**src/rtl/gfx_mem_arbiter_if.sv**
```systemverilog
// Bus bundle for gfx_mem_arbiter: CPU and renderer request ports, the shared
// memory port, and the LCD timing outputs.
// slave  : the arbiter's view.
// master : the environment's view (requesters and memory).
interface gfx_mem_arbiter_if;
  logic        lcd_en;
  logic        cpu_req;
  logic        cpu_we;
  logic [15:0] cpu_addr;
  logic [7:0]  cpu_wdata;
  logic        cpu_ack;
  logic [7:0]  cpu_rdata;
  logic        ppu_req;
  logic [15:0] ppu_addr;
  logic        ppu_ack;
  logic [7:0]  ppu_rdata;
  logic        mem_en;
  logic        mem_we;
  logic [15:0] mem_addr;
  logic [7:0]  mem_wdata;
  logic [7:0]  mem_rdata;
  logic [1:0]  mode;
  logic [7:0]  ly;

  modport slave (
    input  lcd_en, cpu_req, cpu_we, cpu_addr, cpu_wdata, ppu_req, ppu_addr, mem_rdata,
    output cpu_ack, cpu_rdata, ppu_ack, ppu_rdata, mem_en, mem_we, mem_addr, mem_wdata,
           mode, ly
  );

  modport master (
    output lcd_en, cpu_req, cpu_we, cpu_addr, cpu_wdata, ppu_req, ppu_addr, mem_rdata,
    input  cpu_ack, cpu_rdata, ppu_ack, ppu_rdata, mem_en, mem_we, mem_addr, mem_wdata,
           mode, ly
  );
endinterface

```
**src/rtl/gfx_mem_arbiter.sv**
```systemverilog
// gfx_mem_arbiter: scanline timing generator plus a two-cycle arbiter that
// shares one synchronous memory port between the CPU and the renderer.
// Optional macro GFX_ACCESS_LOCK_EN enables mode-based CPU lockout
// (OAM in modes 2/3, VRAM in mode 3); without it only the address range
// check sends a CPU access to CPU_LOCK.
//
// state    | meaning
// ---------+-------------------------------------------------------------
// IDLE     | waiting; no grant in the cycle an ack is being returned
// CPU_ACC  | CPU grant cycle, mem_en driven with CPU address/data
// PPU_ACC  | renderer grant cycle, mem_en driven with fetch address
// CPU_LOCK | CPU access refused; no memory strobe, reads return 0xFF
module gfx_mem_arbiter #(
  parameter int LINE_DOTS     = 456,
  parameter int OAM_DOTS      = 80,
  parameter int DRAW_DOTS     = 172,
  parameter int VISIBLE_LINES = 144,
  parameter int TOTAL_LINES   = 154
) (
  input logic clk,
  input logic reset_n,
  gfx_mem_arbiter_if.slave bus
);

  localparam int DOT_W = $clog2(LINE_DOTS);
  localparam logic [DOT_W-1:0] DOT_LAST = DOT_W'(LINE_DOTS - 1);
  localparam logic [DOT_W-1:0] OAM_END  = DOT_W'(OAM_DOTS);
  localparam logic [DOT_W-1:0] DRAW_END = DOT_W'(OAM_DOTS + DRAW_DOTS);
  localparam logic [7:0]       LY_LAST  = 8'(TOTAL_LINES - 1);
  localparam logic [7:0]       LY_VIS   = 8'(VISIBLE_LINES);

  typedef enum logic [1:0] {IDLE, CPU_ACC, PPU_ACC, CPU_LOCK} arbState_t;

  arbState_t        state, nextState;
  logic [DOT_W-1:0] dotCnt;
  logic [7:0]       lineCnt;
  logic [1:0]       modeInt;
  logic             cpuLost, nextLost;
  logic             lockRd;
  logic             isVram, isOam, modeLock, cpuBlocked, holdOff;

  // Dot/line counters; held at the origin while the LCD is disabled.
  always_ff @(posedge clk or negedge reset_n) begin
    if (!reset_n) begin
      dotCnt  <= '0;
      lineCnt <= '0;
    end else if (!bus.lcd_en) begin
      dotCnt  <= '0;
      lineCnt <= '0;
    end else if (dotCnt == DOT_LAST) begin
      dotCnt  <= '0;
      lineCnt <= (lineCnt == LY_LAST) ? 8'd0 : lineCnt + 8'd1;
    end else begin
      dotCnt <= dotCnt + 1'b1;
    end
  end

  // Mode decode from the registered counters; a disabled LCD reads as HBLANK.
  always_comb begin
    modeInt = 2'd0;
    if (bus.lcd_en) begin
      if (lineCnt >= LY_VIS)      modeInt = 2'd1;
      else if (dotCnt < OAM_END)  modeInt = 2'd2;
      else if (dotCnt < DRAW_END) modeInt = 2'd3;
      else                        modeInt = 2'd0;
    end
  end

  assign bus.mode = modeInt;
  assign bus.ly   = lineCnt;

  assign isVram  = (bus.cpu_addr[15:13] == 3'b100);
  assign isOam   = (bus.cpu_addr[15:8] == 8'hFE) && (bus.cpu_addr[7:0] < 8'hA0);
`ifdef GFX_ACCESS_LOCK_EN
  assign modeLock = (isOam && ((modeInt == 2'd2) || (modeInt == 2'd3))) ||
                    (isVram && (modeInt == 2'd3));
`else
  assign modeLock = 1'b0;
`endif
  assign cpuBlocked = !(isVram || isOam) || modeLock;
  assign holdOff    = bus.cpu_ack || bus.ppu_ack;

  // Next-state: PPU wins ties unless the CPU lost the previous tie.
  always_comb begin
    nextState = state;
    nextLost  = cpuLost;
    case (state)
      IDLE: begin
        if (!holdOff) begin
          if (bus.ppu_req && !(bus.cpu_req && cpuLost)) begin
            nextState = PPU_ACC;
            nextLost  = cpuLost || bus.cpu_req;
          end else if (bus.cpu_req) begin
            nextState = cpuBlocked ? CPU_LOCK : CPU_ACC;
            nextLost  = 1'b0;
          end
        end
      end
      default: nextState = IDLE;
    endcase
  end

  // State register and registered memory strobe / ack outputs.
  always_ff @(posedge clk or negedge reset_n) begin
    if (!reset_n) begin
      state         <= IDLE;
      cpuLost       <= 1'b0;
      lockRd        <= 1'b0;
      bus.cpu_ack   <= 1'b0;
      bus.ppu_ack   <= 1'b0;
      bus.mem_en    <= 1'b0;
      bus.mem_we    <= 1'b0;
      bus.mem_addr  <= '0;
      bus.mem_wdata <= '0;
    end else begin
      state       <= nextState;
      cpuLost     <= nextLost;
      lockRd      <= (state == CPU_LOCK);
      bus.cpu_ack <= (state == CPU_ACC) || (state == CPU_LOCK);
      bus.ppu_ack <= (state == PPU_ACC);
      bus.mem_en  <= (state == IDLE) && ((nextState == CPU_ACC) || (nextState == PPU_ACC));
      bus.mem_we  <= (state == IDLE) && (nextState == CPU_ACC) && bus.cpu_we;
      if ((state == IDLE) && (nextState == CPU_ACC)) begin
        bus.mem_addr  <= bus.cpu_addr;
        bus.mem_wdata <= bus.cpu_wdata;
      end else if ((state == IDLE) && (nextState == PPU_ACC)) begin
        bus.mem_addr <= bus.ppu_addr;
      end
    end
  end

  // Read data arrives one cycle after the strobe, i.e. alongside the ack.
  assign bus.cpu_rdata = bus.cpu_ack ? (lockRd ? 8'hFF : bus.mem_rdata) : 8'h00;
  assign bus.ppu_rdata = bus.ppu_ack ? bus.mem_rdata : 8'h00;

endmodule

```
**src/flat_wrapper.sv**
```systemverilog
// flat-port wrapper written by rule: the top's interface ports become plain ports
module gfx_mem_arbiter_flat 
#(
  parameter int LINE_DOTS     = 456,
  parameter int OAM_DOTS      = 80,
  parameter int DRAW_DOTS     = 172,
  parameter int VISIBLE_LINES = 144,
  parameter int TOTAL_LINES   = 154
)
  (clk, reset_n, bus_lcd_en, bus_cpu_req, bus_cpu_we, bus_cpu_addr, bus_cpu_wdata, bus_ppu_req, bus_ppu_addr, bus_mem_rdata, bus_cpu_ack, bus_cpu_rdata, bus_ppu_ack, bus_ppu_rdata, bus_mem_en, bus_mem_we, bus_mem_addr, bus_mem_wdata, bus_mode, bus_ly);
  gfx_mem_arbiter_if bus_i ();
  input logic clk;
  input logic reset_n;
  input wire logic [$bits(bus_i.lcd_en)-1:0] bus_lcd_en;
  input wire logic [$bits(bus_i.cpu_req)-1:0] bus_cpu_req;
  input wire logic [$bits(bus_i.cpu_we)-1:0] bus_cpu_we;
  input wire logic [$bits(bus_i.cpu_addr)-1:0] bus_cpu_addr;
  input wire logic [$bits(bus_i.cpu_wdata)-1:0] bus_cpu_wdata;
  input wire logic [$bits(bus_i.ppu_req)-1:0] bus_ppu_req;
  input wire logic [$bits(bus_i.ppu_addr)-1:0] bus_ppu_addr;
  input wire logic [$bits(bus_i.mem_rdata)-1:0] bus_mem_rdata;
  output wire logic [$bits(bus_i.cpu_ack)-1:0] bus_cpu_ack;
  output wire logic [$bits(bus_i.cpu_rdata)-1:0] bus_cpu_rdata;
  output wire logic [$bits(bus_i.ppu_ack)-1:0] bus_ppu_ack;
  output wire logic [$bits(bus_i.ppu_rdata)-1:0] bus_ppu_rdata;
  output wire logic [$bits(bus_i.mem_en)-1:0] bus_mem_en;
  output wire logic [$bits(bus_i.mem_we)-1:0] bus_mem_we;
  output wire logic [$bits(bus_i.mem_addr)-1:0] bus_mem_addr;
  output wire logic [$bits(bus_i.mem_wdata)-1:0] bus_mem_wdata;
  output wire logic [$bits(bus_i.mode)-1:0] bus_mode;
  output wire logic [$bits(bus_i.ly)-1:0] bus_ly;
  assign bus_i.lcd_en = bus_lcd_en;
  assign bus_i.cpu_req = bus_cpu_req;
  assign bus_i.cpu_we = bus_cpu_we;
  assign bus_i.cpu_addr = bus_cpu_addr;
  assign bus_i.cpu_wdata = bus_cpu_wdata;
  assign bus_i.ppu_req = bus_ppu_req;
  assign bus_i.ppu_addr = bus_ppu_addr;
  assign bus_i.mem_rdata = bus_mem_rdata;
  assign bus_cpu_ack = bus_i.cpu_ack;
  assign bus_cpu_rdata = bus_i.cpu_rdata;
  assign bus_ppu_ack = bus_i.ppu_ack;
  assign bus_ppu_rdata = bus_i.ppu_rdata;
  assign bus_mem_en = bus_i.mem_en;
  assign bus_mem_we = bus_i.mem_we;
  assign bus_mem_addr = bus_i.mem_addr;
  assign bus_mem_wdata = bus_i.mem_wdata;
  assign bus_mode = bus_i.mode;
  assign bus_ly = bus_i.ly;
  gfx_mem_arbiter #(.LINE_DOTS(LINE_DOTS), .OAM_DOTS(OAM_DOTS), .DRAW_DOTS(DRAW_DOTS), .VISIBLE_LINES(VISIBLE_LINES), .TOTAL_LINES(TOTAL_LINES)) u_core (.clk(clk), .reset_n(reset_n), .bus(bus_i));
endmodule
```
**config.mk**
```make
export PLATFORM = sky130hd
export DESIGN_NAME = gfx_mem_arbiter_flat
export DESIGN_NICKNAME = d
export VERILOG_FILES = /design/src/rtl/gfx_mem_arbiter_if.sv /design/src/rtl/gfx_mem_arbiter.sv /design/src/flat_wrapper.sv
export SDC_FILE = /design/constraint.sdc
export NUM_CORES = 1
export LEC_CHECK = 0
export ABC_CLOCK_PERIOD_IN_PS = 4100
export CELL_PAD_IN_SITES_DETAIL_PLACEMENT = 1
export CELL_PAD_IN_SITES_GLOBAL_PLACEMENT = 2
export CORE_MARGIN = 4
export CORE_UTILIZATION = 26
export DETAILED_ROUTE_END_ITERATION = 8
export GPL_ROUTABILITY_DRIVEN = 1
export PLACE_DENSITY = 0.9
export SYNTH_ARGS = -nofsm -noshare
export SYNTH_HDL_FRONTEND = slang
export SYNTH_SLANG_ARGS = --single-unit
```
**constraint.sdc**
```tcl
create_clock -name clk -period 4.1 [get_ports clk]
set_clock_uncertainty 0.2 [all_clocks]
set_input_delay 0.82 -clock clk [delete_from_list [all_inputs] [get_ports clk]]
set_output_delay 0.82 -clock clk [all_outputs]
set_load 0.02 [all_outputs]
```
Yosys cells after proc, flatten, opt, wreduce, memory -nomap -nowiden:

Cells that the tools add are included.
Widths: inputs -> output; s select.

* register bits: 49
* latch bits: 0
* memory bits (writable): 0
* bits in read-only memories: 0
* input bits: 54
* output and inout bits: 54
* word-level logic and storage cells: 66
* memories: 0

* add/sub/neg operators: 2
* multipliers: 0
* div/mod/pow operators: 0
* order comparisons: 4
* equality and inequality tests: 10
* shift-type cells: 0
* mux-type cells: 21
* bitwise operators: 1
* reduce and logical (&&, ||, !) cells: 17

Operators by type and width (number)
* $mux 8: 6
* $mux 16: 2
* $mux 2: 9
* $mux 9: 2
* $eq 8x8->1 const B: 2
* $add 9x1->9 const B: 1
* $eq 9x9->1 const B: 1
* $lt 9x7->1 const B: 1
* $lt 9x8->1 const B: 1
* $add 8x1->8 const B: 1
* $ge 8x8->1 const B: 1
* $lt 8x8->1 const B: 1
* $logic_and 1x1->1: 7
* $eq 2x2->1 const B: 3
* $logic_or 1x1->1: 5
* $eq 2x1->1 const B: 2
* $reduce_bool 2->1: 2
* $eq 3x3->1 const B: 1
* $reduce_and 3->1: 1
* $logic_not 2->1: 1
* $mux 1: 2
* $ne 2x1->1 const B: 1
* $logic_not 1->1: 1
* $not 1->1: 1

Logic depth before layout (Yosys ltp):

* word-level depth: 12
* gate-level depth with buffers: 11
* mapped depth without buffers: 8

Worst setup path before layout:

Ideal clock, no wire load.

* path kind: reg-to-reg
* start point: register u_core.bus.cpu_ack
* end point: register u_core.bus.mem_wdata[4]
* setup time: 0.125 ns
* arrival: 2.508 ns
* required time: 3.775 ns
* path slack: 1.267 ns
* cell stages (with the launch flop): 11
* path buffers: 3
* clock period less this slack: 2.833 ns
* path through: dfrtp_1 clkbuf_1 nor4_1 nand2_1 or2_2 inv_1 ha_1 and2_1 buf_2 buf_2 mux2_2

* longest elaborated chain between the ends: 5

Ends and longest elaborated chain
* start, declared: RTL line gfx_mem_arbiter_if.sv:27 `output cpu_ack, cpu_rdata, ppu_ack, ppu_rdata, mem_en, mem_we, mem_addr, mem_wdata,`
* start signal, assigned: RTL line gfx_mem_arbiter.sv:119 `bus.cpu_ack <= (state == CPU_ACC) || (state == CPU_LOCK);`
* $logic_or 1x1->1: RTL line gfx_mem_arbiter.sv:81 `assign holdOff = bus.cpu_ack || bus.ppu_ack;`
* $mux 2: RTL line gfx_mem_arbiter.sv:89 `if (!holdOff) begin`
* $mux 2: RTL line gfx_mem_arbiter.sv:87 `case (state)`
* via u_core.nextState[0]: RTL line gfx_mem_arbiter.sv:34 `arbState_t state, nextState;`
* $eq 2x1->1: RTL line gfx_mem_arbiter.sv:123 `if ((state == IDLE) && (nextState == CPU_ACC)) begin`
* $logic_and 1x1->1: RTL line gfx_mem_arbiter.sv:123
* end signal, assigned: RTL line gfx_mem_arbiter.sv:125 `bus.mem_wdata <= bus.cpu_wdata;`
* end, declared: RTL line gfx_mem_arbiter_if.sv:27

The timed path passes the listed nets, and every way through them passes these cells.
A chain may end at the register's enable or synchronous reset.

Worst setup path in the final report:

* start point: input bus_lcd_en
* end point: output bus_mode[0]

* longest elaborated chain between the ends: 1

Ends and longest elaborated chain
* start, declared: RTL line flat_wrapper.sv:14 `input wire logic [$bits(bus_i.lcd_en)-1:0] bus_lcd_en;`
* $mux 2: RTL line gfx_mem_arbiter.sv:61 `if (bus.lcd_en) begin`
* end, declared: RTL line flat_wrapper.sv:30 `output wire logic [$bits(bus_i.mode)-1:0] bus_mode;`

No other way between the ends.

==> impl_metrics.csv <==
group,metric,value,unit
critical_path,cp-start-kind,"primary input",
floorplan,ioPinCount,108,
floorplan,die_w,105,um
yosys,synth-warning-count,0,
clock_network,cts_tree,"done",
yosys,postSynth.asyncResetShare,100,%
critical_path,cp.required,3.08,ns
routing,route.met3.wl,305,um
clock_network,clockBufferDepth,2,
clock_network,hold_buffers,0,
routing,wl_met2,3840,um
run_status,outcome,"complete, no violations",
timing,hold_viol_final,0,
routing,first_pass_iters,4,
yosys,synth_fp_nets,296,
power_and_ir_drop,power_density,555,nW/um2
yosys,syn_area,2440,um2
floorplan,fp-row-count,35,
run,cap_violations,0,
clock_network,cts_resized,0,
yosys,avgSynthCellArea,10.3,um2
placed_design,dp_hpwl,5520,um
timing,rsz0062_at_grt,"no",
timing,setup_violations,0,
power_and_ir_drop,power_frac_seq,35.0,%
routing,vias,2144,
global_routing,antenna_found_initial,0,
hold_path,hp-class,"flop to flop",
floorplan,fp.dieH,105,um
timing,tightest_slew,0.575,ns
critical_path,critPathMaxStageDelay,0.62,ns
routing,highest_layer,"met4",
yosys,yosysSeqAreaShare,50.2,%
timing,hold_slack,0.264,ns
clock_network,cts_setup_buffers,0,
yosys,ys_ff_latch,49,
timing,max_freq,290,MHz
critical_path,critPathArrivalTime,2.43,ns
yosys,synth-edff-count,0,
routing,wl,7060,um
global_routing,grt_max_degree,33,
timing,fin_crit,3.45,ns
power_and_ir_drop,p_comb_share,47.6,%
timing,timing.slew.headroom,61.7,%
routing,drt_iter0_markers,35,
routing,m1WireLength,2850,um
finish,syn_to_final_growth,53.0,%
power_and_ir_drop,ir_worst_vdd,0.248,mV
yosys,syn_inst,236,
clock_network,clock-sinks,49,
critical_path,worstPathCellList,"clkdlybuf4s50_1 > nor2b_1 > o21ai_0 > o21ai_0 > clkdlybuf4s50_1",
finish,num-nets-final,403,
critical_path,crit_slowest_cell,"clkdlybuf4s50_1",
routing,routedWlPerCell,15.5,um
finish,drive_gt1_share,8.43,%
floorplan,start_util,26.5,%
power_and_ir_drop,switching_share,36.6,%
clock_network,root_buffer,"clkbuf_8",
global_routing,track_usage,12.7,%
yosys,synth.distinct_cells,41,
global_routing,globalRouteOverflowTotal,0,
power_and_ir_drop,total_leakage_power,0.00151,uW
global_routing,grt_pass1_wl,11600,um
power_and_ir_drop,p_total,2070,uW
floorplan,core_region_area,9200,um2
power_and_ir_drop,p_int,1310,uW
clock_network,cts_buffers,5,
clock_network,clk_pin_slew,0.08,ns
routing,drc_errors,0,
critical_path,setup.worst_path.end_class,"output port",
routing,via_per_inst,4.71,
power_and_ir_drop,netSwitchingPower,759,uW
power_and_ir_drop,pwr-share-clk,17.4,%
global_routing,grt_pass1_vias,2323,
yosys,synth_flop_cell,"dfrtp_1",
timing,drv_slew,0,
timing,post-route-period-util,84.2,%
finish,final_cell_area,3740,um2
timing,tns,0,ns
finish,n_antenna_cell,0,
floorplan,dieArea,11000,um2
critical_path,crit_type,"primary input to output port",
placed_design,gp_congestion,0.750,
clock_network,clock_latency,0.30,ns
routing,drtAntennaViolNets,0,
critical_path,crit_fanout,8,
placed_design,postPlaceCellArea,3620,um2
placed_design,port-buffer-count,107,
clock_network,htree_levels,2,
kinds of logic after synthesis:
kind of cell / Yosys count / share of synthesized area, %
adder cells (fa/ha/maj): 6 / 3.08
AO/OA/AOI/OAI: 48 / 11.8
multiplexers: 25 / 10.7
AND/OR/NAND/NOR: 85 / 18.5
buffers and inverters: 15 / 2.77
flip-flops: 49 / 50.2
XOR/XNOR: 8 / 2.87
synthesized netlist by cell type (2+ instances only):
cell type   n  area [um2]
dfrtp_1    49        1230
nand2_1    27         101
o21ai_0    26         130
mux2i_1    16         160
nor2_1     13        48.8
and2_1     12        75.1
mux2_2      9         101
nand3_1     9        45.0
o21a_1      9        67.6
clkbuf_1    6        22.5
ha_1        6        75.1
inv_1       5        18.8
xor2_1      5        43.8
a21oi_1     4        20.0
and3_1      4        25.0
buf_2       3        15.0
nor2b_1     3        18.8
or3_1       3        18.8
xnor2_1     3        26.3
and3_2      2        15.0
nor3_1      2        10.0
area by class of cell:
type	count	area, um2
clock buffers	7	86.3
clock inverters	1	30.0
fillers	1063	5460
inverters	5	18.8
multi-input cells	172	1150
flip-flops and latches	49	1230
well taps	111	139
repair buffers	110	1090
worst paths after layout:
check | startpoint | to | slack (ns) | cells after the start
min in group asynchronous | reset_n | u_core.bus.mem_addr[10] | 0.30 | 1
max in group asynchronous | reset_n | u_core.dotCnt[0] | 2.62 | 2
setup / recovery | bus_lcd_en | bus_mode[0] | 0.65 | 5
hold / removal | u_core.dotCnt[0] | u_core.dotCnt[0] | 0.26 | 1
hold reg to reg | u_core.dotCnt[0] | u_core.dotCnt[0] | 0.26 | 1
setup reg to reg | u_core.bus.cpu_ack | u_core.bus.mem_wdata[5] | 1.09 | 8
power by group through the flow:
stage,combinational (uW),sequential [uW],clock (uW)
2_1_floorplan,372,875,0
3_3_place_gp,983,730,0
3_5_place_dp,1000,740,0
4_1_cts,1010,731,379
5_1_grt,1070,755,406
6_report,986,726,360
through the flow:
stage | std cells | setup WS [ns] | util [%]
global route | 455 | 0.497 | 40.6
finish | 455 | 0.649 | 40.6
floorplan | 236 | 1.27 | -
CTS | 455 | 0.619 | 40.6
global placement | 447 | 0.656 | 39.4
detailed placement | 447 | 0.623 | 39.4
routing by layer:
layer | up-vias | GRT usage [%]
met2 | 52 | 23.8
met1 | 1056 | 15.0
met5 | - | 0
met4 | 0 | 2.81
li1 | 1031 | -
met3 | 5 | 2.29
sequential cells by signal, indices dropped and copies added (netlist names):
register	flops
u_core.bus.mem_we	1
u_core.bus.mem_addr	16
u_core.state	2
u_core.bus.cpu_ack	1
u_core.cpuLost	1
u_core.dotCnt	9
u_core.bus.mem_en	1
u_core.lockRd	1
u_core.bus.mem_wdata	8
u_core.bus.ly	8
u_core.bus.ppu_ack	1
worst max-delay path, delay by kind of cell:
kind            cells  cell delay, ns
simple gates        1            0.15
buf+inv             2            1.19
compound gates      2            0.27
cells in the final DEF, fill, tap and decap left out, types with 2 or more instances in the layout:
cell             instances
buf_4                    3
ha_1                     6
o21a_1                   9
and2_1                  12
and3_2                   2
xor2_1                   5
mux2i_1                 16
nand2_1                 27
dfrtp_1                 49
or3_1                    3
nor3_1                   2
and3_1                   4
nor2_1                  13
o21ai_1                  2
xnor2_1                  3
clkbuf_8                 6
a21oi_1                  4
clkdlybuf4s50_1        106
inv_1                    5
mux2_2                   9
o21ai_0                 25
nor2b_1                  3
nand3_1                  9
Note: power is estimated with default switching activity, not from simulation.
